`config.mk`:
```
export PLATFORM = sky130hd
export DESIGN_NAME = mux_rr_arbiter
export DESIGN_NICKNAME = d
export VERILOG_FILES = /design/src/rtl/mux_rr_arbiter.sv
export SDC_FILE = /design/constraint.sdc
export NUM_CORES = 1
export LEC_CHECK = 0
export ABC_CLOCK_PERIOD_IN_PS = 4400
export BUFFER_PORTS_ARGS = -buffer_cell sky130_fd_sc_hd__buf_2
export CORE_AREA = 2 2 39 41
export CTS_BUF_LIST = sky130_fd_sc_hd__clkbuf_2 sky130_fd_sc_hd__clkbuf_4 sky130_fd_sc_hd__clkbuf_8
export DETAILED_ROUTE_END_ITERATION = 12
export DIE_AREA = 0 0 41 43
export PLACE_DENSITY = 0.69
export SLEW_MARGIN = 30
export SYNTH_ARGS = -nofsm -noshare
export SYNTH_HDL_FRONTEND = slang
export SYNTH_SLANG_ARGS = --single-unit
export TNS_END_PERCENT = 1
```
`constraint.sdc`:
```
create_clock -name clk -period 4.4 [get_ports clk]
set_input_delay 0.22 -clock clk [delete_from_list [all_inputs] [get_ports clk]]
set_output_delay 0.22 -clock clk [all_outputs]
set_load 0.01 [all_outputs]
```
`src/rtl/mux_rr_arbiter.sv`:
```
// mux_rr_arbiter: 4-requester round-robin arbiter that drives a registered
// select for a 4:1 data mux and a registered shared-resource output.
// Optional per-owner hold timeout is compiled in with `define ARB_TIMEOUT_EN
// (HOLD_MAX consecutive grant cycles per owner). Without the macro an owner
// keeps the grant for as long as its request stays high.
module mux_rr_arbiter #(
  parameter int unsigned HOLD_MAX = 8
) (
  input  logic       clk,
  input  logic       rst,
  input  logic [3:0] req,
  input  logic       i0,
  input  logic       i1,
  input  logic       i2,
  input  logic       i3,
  output logic [3:0] grant,
  output logic       s1,
  output logic       s0,
  output logic       busy,
  output logic       out
);

  typedef enum logic {IDLE, GRANT} state_t;

  state_t     state, nstate;
  logic [1:0] ptr;       // last owner; search starts one above it
  logic [1:0] sel;       // current (or last) owner, drives the mux select
  logic [3:0] cand;      // requests eligible to win this edge
  logic [1:0] win;
  logic       win_vld;
  logic       take;      // a new owner is installed on this edge
  logic       timeout;
  logic [3:0] din;

  assign din = {i3, i2, i1, i0};

`ifdef ARB_TIMEOUT_EN
  logic [3:0] hold;
  assign timeout = (hold == 4'(HOLD_MAX - 1));
`else
  assign timeout = 1'b0;
`endif

  // Candidate set: the current owner is never eligible while it holds, so a
  // same-edge release/re-request cannot re-win.
  always_comb begin
    cand = req;
    if (state == GRANT)
      cand = req & ~(4'b0001 << sel);
  end

  // Round-robin search from ptr+1 upward with wrap-around.
  always_comb begin
    logic [1:0] idx;
    win     = '0;
    win_vld = 1'b0;
    idx     = '0;
    for (int unsigned k = 1; k <= 4; k++) begin
      idx = ptr + 2'(k);
      if (!win_vld && cand[idx]) begin
        win     = idx;
        win_vld = 1'b1;
      end
    end
  end

  // Next-state logic: arbitrate from IDLE, hand off or drop to IDLE on release.
  always_comb begin
    nstate = state;
    take   = 1'b0;
    case (state)
      IDLE: begin
        if (win_vld) begin
          nstate = GRANT;
          take   = 1'b1;
        end
      end
      GRANT: begin
        if (!req[sel] || timeout) begin
          if (win_vld) take = 1'b1;
          else         nstate = IDLE;
        end
      end
      default: nstate = IDLE;
    endcase
  end

  // State register plus owner/pointer/hold bookkeeping.
  always_ff @(posedge clk or posedge rst) begin
    if (rst) begin
      state <= IDLE;
      ptr   <= 2'd3;
      sel   <= 2'd0;
`ifdef ARB_TIMEOUT_EN
      hold  <= '0;
`endif
    end else begin
      state <= nstate;
      if (take) begin
        ptr <= win;
        sel <= win;
      end
`ifdef ARB_TIMEOUT_EN
      if (take)
        hold <= '0;
      else if (state == GRANT && hold != 4'hf)
        hold <= hold + 4'd1;
`endif
    end
  end

  // Grant/select/busy decode straight from registers, so they move together.
  always_comb begin
    busy     = (state == GRANT);
    grant    = busy ? (4'b0001 << sel) : '0;
    {s1, s0} = sel;
  end

  // Shared-resource output: registered mux of the selected input.
  always_ff @(posedge clk or posedge rst) begin
    if (rst) out <= 1'b0;
    else     out <= busy ? din[sel] : 1'b0;
  end

endmodule

```
==> reports/summary.txt <==
DRT antenna net count = 0
synthesized area = 577 µm²
Routed wire per std cell = 13.2 µm
Layout area overhead = 21.0%
layout cells sized above 1 = 38.8%
Reg2Reg Depth = 5
final worst path period need = 1.85 ns
CP Data Arrival Time = 2.03 ns
post-synthesis simple-gate area fraction = 20.6%
final number of hold-violating endpoints = 0
Logic pwr share = 59.3%
Psw = 236 µW
Area contributors post-synth = dfrtp_1 (17%), dfstp_2 (9.1%), mux4_2 (7.8%)
flops & latches, synth = 6
PwrDens = 748 nW/µm²
RR Startpoint = sel[0]$_DFFE_PP0P_
Post-Layout Cell Count = 96
clock root cell = clkbuf_4
Leak = 0.000337 µW
xor/xnor share of the synthesized area = 1.52%
CTS sink cnt = 6
unrepaired setup endpoints after global routing = no
gr usage total = 15.6%
chip width = 41 µm
worst-path cell chain = xor2_1 > a31oi_1 > o21bai_1 > a311oi_2 > a21o_1
Crit path required time = 4.58 ns
clock power share = 11.5%
CP Capture Type = register
placed cells = 91
global route overflow = 0
period utilisation layout = 42.1%
Internal = 286 µW
antenna violations before repair = 0
total CTS buffers = 3
Detailed Place HPWL = 942 µm
via count = 537
drt drc = 0
Starting Density = 41.7%
largest family of logic cells by synthesized area = compound AO/OA/AOI/OAI gates
crit-path leading delay family = compound AO/OA/AOI/OAI gates
Avg Cell Area, Syn = 9.46 µm²
Synth Net Count = 71
Tightest Pin Transition = 0.491 ns
CP Buf/Inv Count = 0
Hold Crit Class = in2async
first-pass GRT wire length = 1900 µm
Peak supply drop = 0.194 mV
ys async rst share = 100%
Max Clock Freq = 0.539 GHz
Worst path slowest cell = dfrtp_1
Chip Height = 43 µm
DIE AREA = 1760 µm²
Reg clk slew, reported paths = 0.05 ns
Clk Latency, worst-skew pair = 0.25 ns
clk_skew = 0.0132 ns
switch share = 45.2%
# diodes = 0
CTS tree = done
Synth top area share = 17.4%
crit-path max cell delay = 0.64 ns
Placer Congestion = 0.822
WP depth = 5
largest net degree at the start of global routing = 16
Synth Warn # = 0
endpoints failing setup = 0
Post-synth top cells = nand2_1 (5), dfrtp_1 (4), nor2_1 (4)
library cells used by synthesis = 39
Critical Path Source Type = register
Setup CP Type = reg2reg
post_cts resized = 0
Compound-Gate Fraction of Synth Area = 32.1%
relative slew slack = 67.3%
register area share after synthesis = 26.5%
Total Routed Length = 1260 µm
Post-synth EDFFs = 0
CP Max Fanout = 15
dominant cell type by area after synthesis = dfrtp_1
Core Region = 1380 µm²
outcome = complete, no violations
Setup TNS = 0 ns
count leader, synth = nand2_1
Post-Synthesis Cells = 61
I/O Pins = 18
I/O Buffers = 17
DR iter-0 viols = 14
Crit Reg-Reg Endpoint = ptr[1]$_DFFE_PP1P_
top_reg_cell synth = dfrtp_1
# hold bufs at CTS = 1
vias in the first global route = 460
Max Cap Violations = 0
TritonRoute pass-1 iters = 4
buffer count from post-CTS setup fixing = 0
Final Net Count = 91
FF-to-FF setup slack = 2.55 ns
sequential share of power = 29.2%
row cnt = 14
H-tree depth = 1
number of vias per cell = 5.59
Slew Limit Fails = 0
Final Hold Slack = 0.416 ns
clock tree buffer depth = 2
mux cell area share after synthesis = 13.2%
Synth Area in Adders = 0%
[flip-flops by register name, indices dropped and copies added (netlist names)]
name	count
busy	1
sel	2
out	1
ptr	2
[power by group through the flow]
stage / clock network, µW / registers [µW] / logic (µW)
floorplan: 0 / 121 / 273
global placement: 0 / 151 / 303
detailed placement: 0 / 152 / 309
CTS: 61.3 / 151 / 310
global route: 64.3 / 160 / 342
finish: 59.9 / 153 / 310
[placed cells by master, fill, tap and decap left out, types with 2 or more instances in the layout]
cell      netlist  final
o21ai_1         2      2
buf_2           1     17
nor2b_1         2      2
and2_1          2      2
clkbuf_4        0      4
inv_1           3      3
nand2_1         5      5
nand2b_1        2      2
o211a_1         2      2
o21ai_0         2      2
mux2i_1         2      2
nor2_1          4      4
a21o_1          2      2
dfstp_2         2      2
dfrtp_1         4      4
mux4_2          2      2
[tightest hold or removal path, delay by kind of cell]
family                 cells  cell delay, ns
buffers and inverters      3            0.81
[metrics by stage]
step | setup slack, ns | total power [µW] | utilization (%) | cell area, µm²
finish | 2.55 | 522 | 50.5 | 698
CTS | 2.55 | 523 | 50.5 | 698
global placement | 2.60 | 455 | 47.6 | 658
floorplan | 2.81 | 394 | - | 577
global route | 2.36 | 566 | 50.5 | 698
detailed placement | 2.56 | 461 | 47.6 | 658
[routing by layer]
layer,part of all wire (%),global-route usage [%]
met5,0,0
met4,0,4.00
met3,5.9,4.71
met2,49,25.3
met1,45,19.3
[worst max-delay path by stage]
stage,end,start,slack (ns)
floorplan,sel[0]$_DFFE_PP0P_,sel[1]$_DFFE_PP0P_,2.81
global placement,sel[1]$_DFFE_PP0P_,sel[0]$_DFFE_PP0P_,2.60
detailed placement,sel[1]$_DFFE_PP0P_,sel[0]$_DFFE_PP0P_,2.56
CTS,ptr[1]$_DFFE_PP1P_,sel[0]$_DFFE_PP0P_,2.55
global route,ptr[1]$_DFFE_PP1P_,sel[0]$_DFFE_PP0P_,2.36
finish,ptr[1]$_DFFE_PP1P_,sel[0]$_DFFE_PP0P_,2.55
[layout make-up]
| type | count | area, µm² |
|---|---|---|
| timing repair buffer | 18 | 95.1 |
| fill | 141 | 686 |
| tap | 16 | 20.0 |
| sequential | 6 | 153 |
| inverter | 3 | 11.3 |
| clock buffer | 4 | 30.0 |
| multi-input combinational | 49 | 389 |
[cells by family after synthesis]
logic type                count (synthesis)
xor gates and xnor gates                  1
buffers and inverters                     6
DFF                                       6
AOI/OAI and AO/OA                        22
and+or+nand+nor                          21
muxes                                     5
No activity file was read; power rests on OpenSTA's default activity.
